$ cat src/rtl/mem_pkg.sv
// Shared encodings for the memory access unit: transfer sizes, FSM states,
// read/write polarity and the alignment rule used at request acceptance.
package mem_pkg;

   localparam logic [1:0] SZ_BYTE   = 2'b00;
   localparam logic [1:0] SZ_HALF   = 2'b01;
   localparam logic [1:0] SZ_WORD   = 2'b10;
   localparam logic [1:0] SZ_DOUBLE = 2'b11;

   localparam logic RW_READ  = 1'b1;
   localparam logic RW_WRITE = 1'b0;

   typedef enum logic [1:0] {
      ST_IDLE    = 2'd0,
      ST_ACCESS  = 2'd1,
      ST_RELEASE = 2'd2,
      ST_RESP    = 2'd3
   } state_t;

   // Doubles only exist on a 64-bit bus; on a 32-bit bus they are rejected here.
   function automatic logic is_aligned(input logic [1:0] size, input logic [2:0] lo,
                                       input logic wide);
      logic ok;
      case (size)
         SZ_BYTE: ok = 1'b1;
         SZ_HALF: ok = (lo[0] == 1'b0);
         SZ_WORD: ok = (lo[1:0] == 2'b00);
         default: ok = wide && (lo == 3'b000);
      endcase
      return ok;
   endfunction

endpackage

$ cat src/rtl/mem_access_unit_lane_align.sv
// Little-endian lane steering: byte enables and store-data replication on the
// way out, lane selection plus sign/zero extension on the way back.
module mem_lane_align
   import mem_pkg::*;
#(
   parameter int DATA_W = 32,
   parameter int BE_W   = DATA_W / 8,
   parameter int LANE_W = $clog2(BE_W)
) (
   input  logic [LANE_W-1:0] lane,
   input  logic [1:0]        size,
   input  logic              is_unsigned,
   input  logic [DATA_W-1:0] wdata,
   input  logic [DATA_W-1:0] rdata,
   output logic [BE_W-1:0]   be,
   output logic [DATA_W-1:0] wdata_rep,
   output logic [DATA_W-1:0] rdata_ext
);

   logic [DATA_W-1:0] shifted;

   // Aligned accesses keep the low lane bits clear, so shifting a fixed-width
   // enable pattern by the lane index covers every size on either bus width.
   always_comb begin
      shifted   = rdata >> {lane, 3'b000};
      be        = '0;
      wdata_rep = '0;
      rdata_ext = '0;
      case (size)
         SZ_BYTE: begin
            be        = BE_W'(1) << lane;
            wdata_rep = {BE_W{wdata[7:0]}};
            if (is_unsigned) rdata_ext = DATA_W'(shifted[7:0]);
            else             rdata_ext = DATA_W'($signed(shifted[7:0]));
         end
         SZ_HALF: begin
            be        = BE_W'(2'b11) << lane;
            wdata_rep = {(BE_W/2){wdata[15:0]}};
            if (is_unsigned) rdata_ext = DATA_W'(shifted[15:0]);
            else             rdata_ext = DATA_W'($signed(shifted[15:0]));
         end
         SZ_WORD: begin
            be        = BE_W'(4'hF) << lane;
            wdata_rep = {(BE_W/4){wdata[31:0]}};
            if (is_unsigned) rdata_ext = DATA_W'(shifted[31:0]);
            else             rdata_ext = DATA_W'($signed(shifted[31:0]));
         end
         default: begin
            be        = '1;
            wdata_rep = wdata;
            rdata_ext = rdata;
         end
      endcase
   end

endmodule

$ cat src/rtl/mem_access_unit.sv
// Load/store engine for the multicycle core: latches MAR/MDR, runs the
// enable/MOC handshake with a timeout, and returns extended read data.
module mem_access_unit
   import mem_pkg::*;
#(
   parameter int DATA_W  = 32,
   parameter int ADDR_W  = 32,
   parameter int TIMEOUT = 15,
   parameter int BE_W    = DATA_W / 8
) (
   input  logic              clk,
   input  logic              reset,
   input  logic              req_valid,
   output logic              req_ready,
   input  logic              req_rw,
   input  logic [1:0]        req_size,
   input  logic              req_unsigned,
   input  logic [ADDR_W-1:0] req_addr,
   input  logic [DATA_W-1:0] req_wdata,
   output logic              resp_valid,
   output logic [DATA_W-1:0] resp_rdata,
   output logic              resp_err,
   output logic              mem_enable,
   output logic              mem_rw,
   output logic [ADDR_W-1:0] mem_addr,
   output logic [DATA_W-1:0] mem_wdata,
   output logic [BE_W-1:0]   mem_be,
   input  logic [DATA_W-1:0] mem_rdata,
   input  logic              mem_moc
);

   localparam int LANE_W = $clog2(BE_W);
   localparam int TW     = $clog2(TIMEOUT + 1);

   state_t            state, state_nx;
   logic [1:0]        moc_sync;
   logic              moc;
   logic              aligned;
   logic              timed_out;
   logic [ADDR_W-1:0] mar;
   logic [DATA_W-1:0] mdr_w, mdr_r;
   logic              rw_q, uns_q, err_q;
   logic [1:0]        size_q;
   logic [TW-1:0]     tcount;
   logic [BE_W-1:0]   be_lane;
   logic [DATA_W-1:0] wdata_lane, rdata_ext;

   assign moc       = moc_sync[1];
   assign aligned   = is_aligned(req_size, req_addr[2:0], DATA_W == 64);
   assign timed_out = (tcount == TW'(TIMEOUT - 1));

   always_ff @(posedge clk or negedge reset) begin
      if (!reset) moc_sync <= '0;
      else        moc_sync <= {moc_sync[0], mem_moc};
   end

   always_ff @(posedge clk or negedge reset) begin
      if (!reset) state <= ST_IDLE;
      else        state <= state_nx;
   end

   // Memory-side outputs are gated by ACCESS so a reset drops them at once.
   always_comb begin
      state_nx   = state;
      req_ready  = 1'b0;
      resp_valid = 1'b0;
      resp_rdata = '0;
      resp_err   = 1'b0;
      mem_enable = 1'b0;
      mem_rw     = 1'b0;
      mem_addr   = '0;
      mem_wdata  = '0;
      mem_be     = '0;
      case (state)
         ST_IDLE: begin
            req_ready = 1'b1;
            if (req_valid) state_nx = aligned ? ST_ACCESS : ST_RESP;
         end
         ST_ACCESS: begin
            mem_enable = 1'b1;
            mem_rw     = rw_q;
            mem_addr   = {mar[ADDR_W-1:LANE_W], {LANE_W{1'b0}}};
            mem_wdata  = wdata_lane;
            mem_be     = be_lane;
            if (moc || timed_out) state_nx = ST_RELEASE;
         end
         ST_RELEASE: begin
            if (!moc) state_nx = ST_RESP;
         end
         default: begin
            resp_valid = 1'b1;
            resp_rdata = mdr_r;
            resp_err   = err_q;
            state_nx   = ST_IDLE;
         end
      endcase
   end

   // MAR/MDR latches and the MOC wait counter.
   always_ff @(posedge clk or negedge reset) begin
      if (!reset) begin
         mar    <= '0;
         mdr_w  <= '0;
         mdr_r  <= '0;
         rw_q   <= 1'b0;
         uns_q  <= 1'b0;
         size_q <= SZ_BYTE;
         err_q  <= 1'b0;
         tcount <= '0;
      end else if (state == ST_IDLE) begin
         if (req_valid) begin
            mar    <= req_addr;
            mdr_w  <= req_wdata;
            mdr_r  <= '0;
            rw_q   <= req_rw;
            uns_q  <= req_unsigned;
            size_q <= req_size;
            err_q  <= !aligned;
            tcount <= '0;
         end
      end else if (state == ST_ACCESS) begin
         if (moc) begin
            if (rw_q == RW_READ) mdr_r <= rdata_ext;
         end else if (timed_out) begin
            err_q <= 1'b1;
         end else begin
            tcount <= tcount + 1'b1;
         end
      end
   end

   mem_lane_align #(
      .DATA_W (DATA_W),
      .BE_W   (BE_W),
      .LANE_W (LANE_W)
   ) u_lane_align (
      .lane        (mar[LANE_W-1:0]),
      .size        (size_q),
      .is_unsigned (uns_q),
      .wdata       (mdr_w),
      .rdata       (mem_rdata),
      .be          (be_lane),
      .wdata_rep   (wdata_lane),
      .rdata_ext   (rdata_ext)
   );

endmodule
$ cat config.mk
export PLATFORM = sky130hd
export DESIGN_NAME = mem_access_unit
export DESIGN_NICKNAME = d
export VERILOG_FILES = /design/src/rtl/mem_pkg.sv /design/src/rtl/mem_access_unit_lane_align.sv /design/src/rtl/mem_access_unit.sv
export SDC_FILE = /design/constraint.sdc
export NUM_CORES = 1
export LEC_CHECK = 0
export CORE_UTILIZATION = 43
export DETAILED_ROUTE_END_ITERATION = 16
export GPL_TIMING_DRIVEN = 0
export HOLD_SLACK_MARGIN = 0.05
export PLACE_DENSITY_LB_ADDON = 0.08
export SLEW_MARGIN = 20
export SYNTH_ARGS = -nofsm -noshare
export SYNTH_HDL_FRONTEND = slang
export SYNTH_HIERARCHICAL = 1
export SYNTH_SLANG_ARGS = --single-unit
$ cat constraint.sdc
create_clock -name clk -period 2.7 [get_ports clk]
set_clock_uncertainty 0.05 [all_clocks]
set_input_delay 0.675 -clock clk [delete_from_list [all_inputs] [get_ports clk]]
set_output_delay 0.675 -clock clk [all_outputs]
set_load 0.05 [all_outputs]
==> results of run 1 <==
==> sequential cells by signal (all words and copies together) (netlist names), 2 cells and up <==
signal and flops:
mar 32, mdr_r 32, mdr_w 32, tcount 4, moc_sync 2, size_q 2, state 2
==> cell usage after synthesis, types with 3 or more instances <==
| library cell | count |
|---|---|
| a21o_1 | 8 |
| a21oi_1 | 9 |
| a221o_1 | 9 |
| a22o_1 | 8 |
| a22oi_1 | 15 |
| and2_1 | 101 |
| buf_2 | 11 |
| buf_4 | 11 |
| buf_6 | 14 |
| clkbuf_1 | 21 |
| dfrtp_1 | 109 |
| ha_1 | 10 |
| inv_1 | 10 |
| mux2_2 | 67 |
| mux2_4 | 25 |
| mux2i_1 | 6 |
| nand2_1 | 101 |
| nand2b_1 | 10 |
| nand3_1 | 3 |
| nand3b_1 | 7 |
| nor2_1 | 6 |
| nor2b_1 | 3 |
| o211ai_1 | 3 |
| o21ai_0 | 47 |
| o31a_1 | 7 |
==> timing repair <==
item	CTS	global route
cloned	1	0
buffers inserted	10	4
pin swaps	4	2
resized for setup	552	30
endpoints found under the setup margin	102	89
==> worst max-delay path: stages (launching register included) <==
cell and delay, ns:
dfrtp_1 0.39, inv_2 0.08, ha_4 0.17, buf_8 0.13
nor2_4 0.14, buf_8 0.15, mux2_4 0.31, and2_4 0.16
buf_8 0.14
==> metrics by stage <==
stage,setup slack [ns],instance area [um^2],total power (W)
floorplan,0.006384,6554,0.007856
global placement,-3.313,8846,0.009798
detailed placement,-0.9109,8875,0.009928
CTS,-0.1124,9384,0.01194
global route,-0.1329,9460,0.01280
finish,-0.05791,9460,0.01210
==> power by group through the flow <==
stage                     Sequential, W  Clock [W]  Combinational (W)
after detailed placement        0.00291          0            0.00701
after global placement          0.00288          0            0.00692
after global routing            0.00303    0.00165            0.00812
after CTS                       0.00292    0.00158            0.00744
after floorplan                 0.00274          0            0.00511
final                           0.00293    0.00155            0.00762
==> worst max-delay path by stage <==
stage	startpoint	endpoint	slack (ns)
final	size_q[1]	mem_wdata[19]	-0.06
after global routing	size_q[1]	mem_wdata[21]	-0.13
after CTS	size_q[1]	mem_wdata[21]	-0.11
after detailed placement	size_q[0]	mem_wdata[23]	-0.91
after global placement	reset	mar[5]	-3.31
after floorplan	size_q[1]	mem_wdata[22]	0.006
==> cell type report <==
type	instances	area, um^2
inverter	10	40.04
timing repair buffer	222	2172
tap	184	230.2
clock buffer	10	239.0
fill	1248	5239
clock inverter	5	107.6
multi-input combinational	470	3540
sequential	109	2729
buffer	52	402.9
==> logic make-up after synthesis <==
family,after synthesis,share of synthesized area (%)
other cells,1,0.05727
simple gates,242,19.53
flops,109,41.66
fa+ha+maj,10,1.911
mux,98,18.17
buf+inv,67,6.287
compound gates,118,12.38
==> routing by layer <==
| metal | GRT usage (%) | part of all wire [%] |
|---|---|---|
| met4 | 9.541 | 2.9 |
| met2 | 43.05 | 49 |
| met5 | 0 | 0 |
| met1 | 29.90 | 41 |
| met3 | 6.846 | 7.3 |
==> reports/results.ini, run 1 <==
[synthesis]
synth_flop_cell=dfrtp_1
ys_warn_count=6
synth_top_area_share_pct=41.66
syn_area_per_cell_um2=10.15
async_flop_share_pct=100.0
synth_cells=645
synth_largest_area_cell=dfrtp_1
synth_seq_cells=109
synth_edf_count=0
netlist_area_mm2=0.006548
synthDistinctLibCells=46
synthTopCellsByArea=dfrtp_1 (42%), mux2_2 (12%), and2_1 (9.7%)
ys_seq_area_share_pct=41.66

[sta]
min_period_ns=2.758
finalMaxSlewViolations=0
fin_setup_tns_ns=-0.5394
hold_viol_final=0
finalSetupViolations=13
worst_slack_ns=-0.05791
period_share_pct=102.1
slew_headroom_pct=36.62
hold_ws_ns=0.1463
max_freq_mhz=362.6
tightest_slew_ns=0.9426
rsz0062_at_grt=yes

[clocking]
hold_buffers=0
cts_buffer_depth=2
cts-buffers-inserted=9
path_clk_slew_ns=0.07
insertion_delay_ns=0.35
root_buffer=clkbuf_16
htree_levels=3
cts_tree=built
cts.sinks=109

[cells_and_area]
fin_cells=1062
area_growth_pct=44.49
finish.utilization_pct=64.36
layout.nets=988
drive_above_1_share_pct=34.28
final_common_cell=dfrtp_1
final_cell_mix=dfrtp_1 (108), clkdlybuf4s50_1 (103), nand2_1 (101)
diodes=0

[pwr]
p_clk_share_pct=12.8
internal-power_w=0.006712
swShare_pct=44.55
power_density_mw_per_mm2=1279
p_sw_w=0.005392
pwr-share-seq_pct=24.2
p_leak_nw=4.373
p_comb_share_pct=63.0
peakVddDrop_v=0.0007841

[critical_path]
cp-start-kind=register
critical_path_arrival_ns=2.03
crit_type=reg2out
required_ns=1.98
ff2ff_path_depth=10
worstPathMaxFanout=6
r2r-start=size_q[0]
end_kind=output pin
reg2reg_slack_ns=0.40
r2r_end=mdr_r[20]

[grt]
antenna_found_initial=0
track_usage_pct=25.06
grt_overflow=0
grt_pass1_wl_um=30720
grt_pass1_vias=5874
grt_max_degree=79

[run_status]
violations=design-rule violations, negative setup slack
run_status=complete, but fails checks

[detailed_routing]
viasPerCell=5.262
drt_iter0_markers=348
routed_wl_um=19040
route.vias.total=5588
drc=10
dr.pass1.iters=11
wire_per_inst_um=17.93
ant_nets=0

[hold_path]
hp-class=in2async

[placed_design]
place.gp.congestion=0.8808
portBuffers=206
dp_cells=1037
dp_hpwl_um=13860

[floorplan]
ios=209
die_w_um=125.4
core_mm2=0.01470
initial_core_util_pct=44.54
num_rows=44
die_area_mm2=0.01572
die_h_um=125.4

[flow_run]
maxCapViolations=0

No activity file was read; power rests on OpenSTA's default activity.
==> inputs of run 2 (changes only) <==
Settings changed: RECOVER_POWER set to 100, TNS_END_PERCENT set to 1.
==> run 2 against run 1 <==
  * The run ends with design-rule violations, max-capacitance violations, max-slew violations, negative setup slack left
  * Clock power is essentially flat
  * Wire length is essentially flat
  * Sequential power is essentially flat
  * Hold slack gained 0.16 ns
  * First-iteration DRC count grew 13%
  * Highest routed layer unchanged
==> reports/results.ini, run 2 (synthesis gave the netlist of run 1 again) <==
[run_status]
run_status=complete, but fails checks  ; unchanged
violations=design-rule violations, max-capacitance violations, max-slew violations, negative setup slack  ; was design-rule violations, negative setup slack

[placed_design]
dp_cells=1037  ; unchanged
portBuffers=206  ; unchanged
place.gp.congestion=0.8808  ; unchanged
dp_hpwl_um=13860  ; unchanged

[cells_and_area]
final_common_cell=dfrtp_1  ; unchanged
fillers=1272  ; was 1248
largestRegisters=mar x32, mdr_r x32, mdr_w x32  ; unchanged
layout.nets=983  ; was 988
area_growth_pct=42.38  ; was 44.49%
drive_above_1_share_pct=32.76  ; was 34.28%
final_cell_mix=dfrtp_1 (108), nand2_1 (102), clkdlybuf4s50_1 (101)  ; was dfrtp_1 (108), clkdlybuf4s50_1 (103), nand2_1 (101)
fin_cells=1057  ; was 1062
diodes=0  ; unchanged

[floorplan]
initial_core_util_pct=44.54  ; unchanged
num_rows=44  ; unchanged
die_h_um=125.4  ; unchanged
ios=209  ; unchanged
die_area_mm2=0.01572  ; unchanged
die_w_um=125.4  ; unchanged
core_mm2=0.01470  ; unchanged

[clocking]
cts-buffers-inserted=9  ; unchanged
cts_tree=built  ; unchanged
hold_buffers=0  ; unchanged
insertion_delay_ns=0.35  ; about the same
root_buffer=clkbuf_16  ; unchanged
cts_buffer_depth=2  ; unchanged
cts.sinks=109  ; unchanged
htree_levels=3  ; unchanged
path_clk_slew_ns=0.07  ; about the same

[sta]
worst_slack_ns=-0.1122  ; was -0.05791 ns
hold_viol_final=0  ; unchanged
tightest_slew_ns=1.745  ; was 0.9426 ns
period_share_pct=104.2  ; was 102.1%
fin_setup_tns_ns=-0.9135  ; was -0.5394 ns
finalSetupViolations=19  ; was 13
min_period_ns=2.812  ; was 2.758 ns
slew_headroom_pct=-16.33  ; was 36.62%
finalMaxSlewViolations=33  ; was 0
rsz0062_at_grt=yes  ; unchanged
max_freq_mhz=355.6  ; was 362.6 MHz

[grt]
grt_pass1_vias=5857  ; was 5874
grt_max_degree=79  ; unchanged
grt_overflow=0  ; unchanged
grt_pass1_wl_um=30450  ; was 30720 um
antenna_found_initial=0  ; unchanged
track_usage_pct=24.87  ; was 25.06%

[pwr]
peakVddDrop_v=0.0007342  ; was 0.0007841 V
power_density_mw_per_mm2=1274  ; was 1279 mW/mm^2
p_leak_nw=4.247  ; was 4.373 nW

[critical_path]
critical_path_arrival_ns=2.09  ; was 2.03 ns
crit_type=reg2out  ; unchanged
reg2reg_slack_ns=0.17  ; was 0.40 ns
cp-start-kind=register  ; unchanged
required_ns=1.98  ; about the same
worstPathMaxFanout=6  ; unchanged
end_kind=output pin  ; unchanged

[detailed_routing]
drt_iter0_markers=394  ; was 348
dr.pass1.iters=11  ; unchanged
ant_nets=0  ; unchanged
viasPerCell=5.241  ; was 5.262
wire_per_inst_um=18.00  ; was 17.93 um
routed_wl_um=19020  ; was 19040 um
route.vias.total=5540  ; was 5588
drc=10  ; unchanged

[hold_path]
hp-class=reg2reg  ; was in2async

[flow_run]
maxCapViolations=1  ; was 0

==> run 2: timing repair <==
item	CTS	global route
pin swaps	1	4
endpoints found under the setup margin	102	97
gates cloned	1	0
resized for setup	496	62
buffers inserted	6	1
==> run 2: critical path, cell delays in order, from the launching register on <==
cell and delay [ns]:
dfrtp_1 0.41, inv_2 0.09, ha_4 0.18, buf_8 0.12, nor2_4 0.14, buf_6 0.17, mux2_4 0.31, and2_4 0.17
buf_8 0.14
==> run 2: per-layer routing <==
layer,up-vias,share of wire (%),GRT usage (%)
met1,2651,41,29.63
met4,0,2.8,9.541
li1,2640,-,-
met3,35,7.4,6.718
met5,-,0,0
met2,214,49,42.79
==> run 2: area by class of cell <==
cell class | instances | area (um^2) | share of cell area (%)
buffer | 54 | 379.1 | 4.067
clock buffer | 10 | 239.0 | 2.563
timing repair buffer | 215 | 2082 | 22.33
inverter | 10 | 37.54 | 0.4026
clock inverter | 5 | 107.6 | 1.154
sequential | 109 | 2729 | 29.27
tap | 184 | 230.2 | 2.469
multi-input combinational | 470 | 3518 | 37.74
==> run 2: stage by stage <==
step | worst slack [ns] | area (um^2) | total power [W] | hold slack (ns) | utilization, %
detailed placement | -0.9109 | 8875 | 0.009928 | 0.2847 | 60.38
global placement | -3.313 | 8846 | 0.009798 | 0.2838 | 60.18
finish | -0.1122 | 9323 | 0.01188 | 0.3082 | 63.42
global route | -0.1883 | 9323 | 0.01255 | 0.3187 | 63.42
floorplan | 0.006384 | 6554 | 0.007856 | 0.2812 | -
CTS | -0.1304 | 9420 | 0.01187 | 0.1513 | 64.09
==> run 2: worst paths after layout <==
check,start,cells after the start,to
setup / recovery,size_q[1],8,mem_wdata[19]
hold / removal,moc_sync[0],0,moc_sync[1]
setup reg to reg,state[0],7,mdr_w[5]
hold reg to reg,moc_sync[0],0,moc_sync[1]
max in group asynchronous,reset,2,size_q[0]
min in group asynchronous,reset,1,mdr_r[29]
==> run 2: report_power, final <==
part	switching (W)	internal (W)
clock network	0.000614	0.000932
logic	0.00421	0.00319
registers	0.000534	0.00240
total	0.00536	0.00652
==> RTL edit: new RTL, flow settings as in run 2 <==
Set the parameter `ADDR_W` to 24 (it was 32).
--- a/src/rtl/mem_access_unit.sv
+++ b/src/rtl/mem_access_unit.sv
@@ -4,7 +4,7 @@
    import mem_pkg::*;
 #(
    parameter int DATA_W  = 32,
-   parameter int ADDR_W  = 32,
+   parameter int ADDR_W  = 24,
    parameter int TIMEOUT = 15,
    parameter int BE_W    = DATA_W / 8
 ) (
Ports: changed (resized mem_addr and req_addr); port bits go from 209 to 193. No check against the original RTL was run, so the function may have changed too.
==> RTL edit against run 2 <==
The run ends with negative setup slack left; worst setup slack improved by 0.0024 ns; die area fell by 4.8%; final area shrank 4.2%; area after synthesis decreased by 4.9%; wire length fell by 5.8%; power fell by 6.7%; sequential cell count is 8 lower; global-route usage decreased by 0.46 points; highest routed layer unchanged.
==> RTL edit: results <==
[outcome]
status = complete, but fails checks
violations = negative setup slack

[placed_design]
dpl_worst_slack_ns = -0.876
portBuffers = 190
place_inst = 991
place_hpwl_mm = 13.3
gp_congestion = 0.869
place_area_mm2 = 0.00839

[cells_and_area]
fillers = 1170
drive_above_1_share_pct = 35.6
fin_nets = 937
reg_top3 = mdr_r x32, mdr_w x32, mar x24

[power]
p_comb_mw = 6.95
peakVddDrop_mv = 0.776
p_leak_nw = 3.93
internal-power_mw = 6.05

[logic_synthesis]
synth_compound_area_share_pct = 14.8
muxShareOfSynthArea_pct = 16.5
yosysSeqAreaShare_pct = 40.6
ys_types = 48
synth.area.top_cells = dfrtp_1 (41%), mux2_2 (14%), and2_1 (9.3%)

[drt]
drt_iter0_markers = 204
wl_per_cell_um = 17.6
met3_length_mm = 1.00
wirelength_met1_mm = 7.82
wirelength_mm = 17.9
drtPass1Iterations = 5
vias_per_cell = 5.17

[grt]
grt_pass1_wl_mm = 27.9
grt_util_met2_pct = 41.2
gr-usage-all-layers_pct = 24.4

[sta]
setup_tns_ns = -0.740
finalSetupViolations = 9
worstMarginPinSlew_ns = 1.45
setup_slack_ns = -0.110

[critical_path]
r2r_setup_slack_ns = 0.04
r2r-end = mar[22]
endpoint = mem_wdata[18]
[RTL edit: cell count changes after synthesis, sizes merged]
cell,run 2,this run
and2,101,93
dfrtp,109,101
mux2,92,84
buf,36,35
clkbuf,21,20
[RTL edit: cell families after synthesis]
group | Yosys count
other | 1
multiplexers | 90
AO/OA/AOI/OAI | 118
AND/OR/NAND/NOR | 234
flip-flops | 101
adder cells (fa/ha/maj) | 10
buffers and inverters | 65
[RTL edit: layout make-up]
type | count | area (µm²) | area share [%]
sequential | 101 | 2530 | 28.3
inverter | 10 | 37.5 | 0.420
buffer | 52 | 367 | 4.11
clock buffer | 11 | 253 | 2.83
tap | 180 | 225 | 2.52
clock inverter | 5 | 81.3 | 0.911
timing repair buffer | 203 | 2030 | 22.8
multi-input combinational | 454 | 3400 | 38.1
[RTL edit: repair_timing]
action                                 4_1_cts  5_1_grt
resized for setup                          402       44
setup endpoints to repair                   94       67
hold buffers                                 0        0
pin swaps                                    1        3
buffers inserted                             7        4
endpoints found under the hold margin        0        0
gates cloned                                 1        0
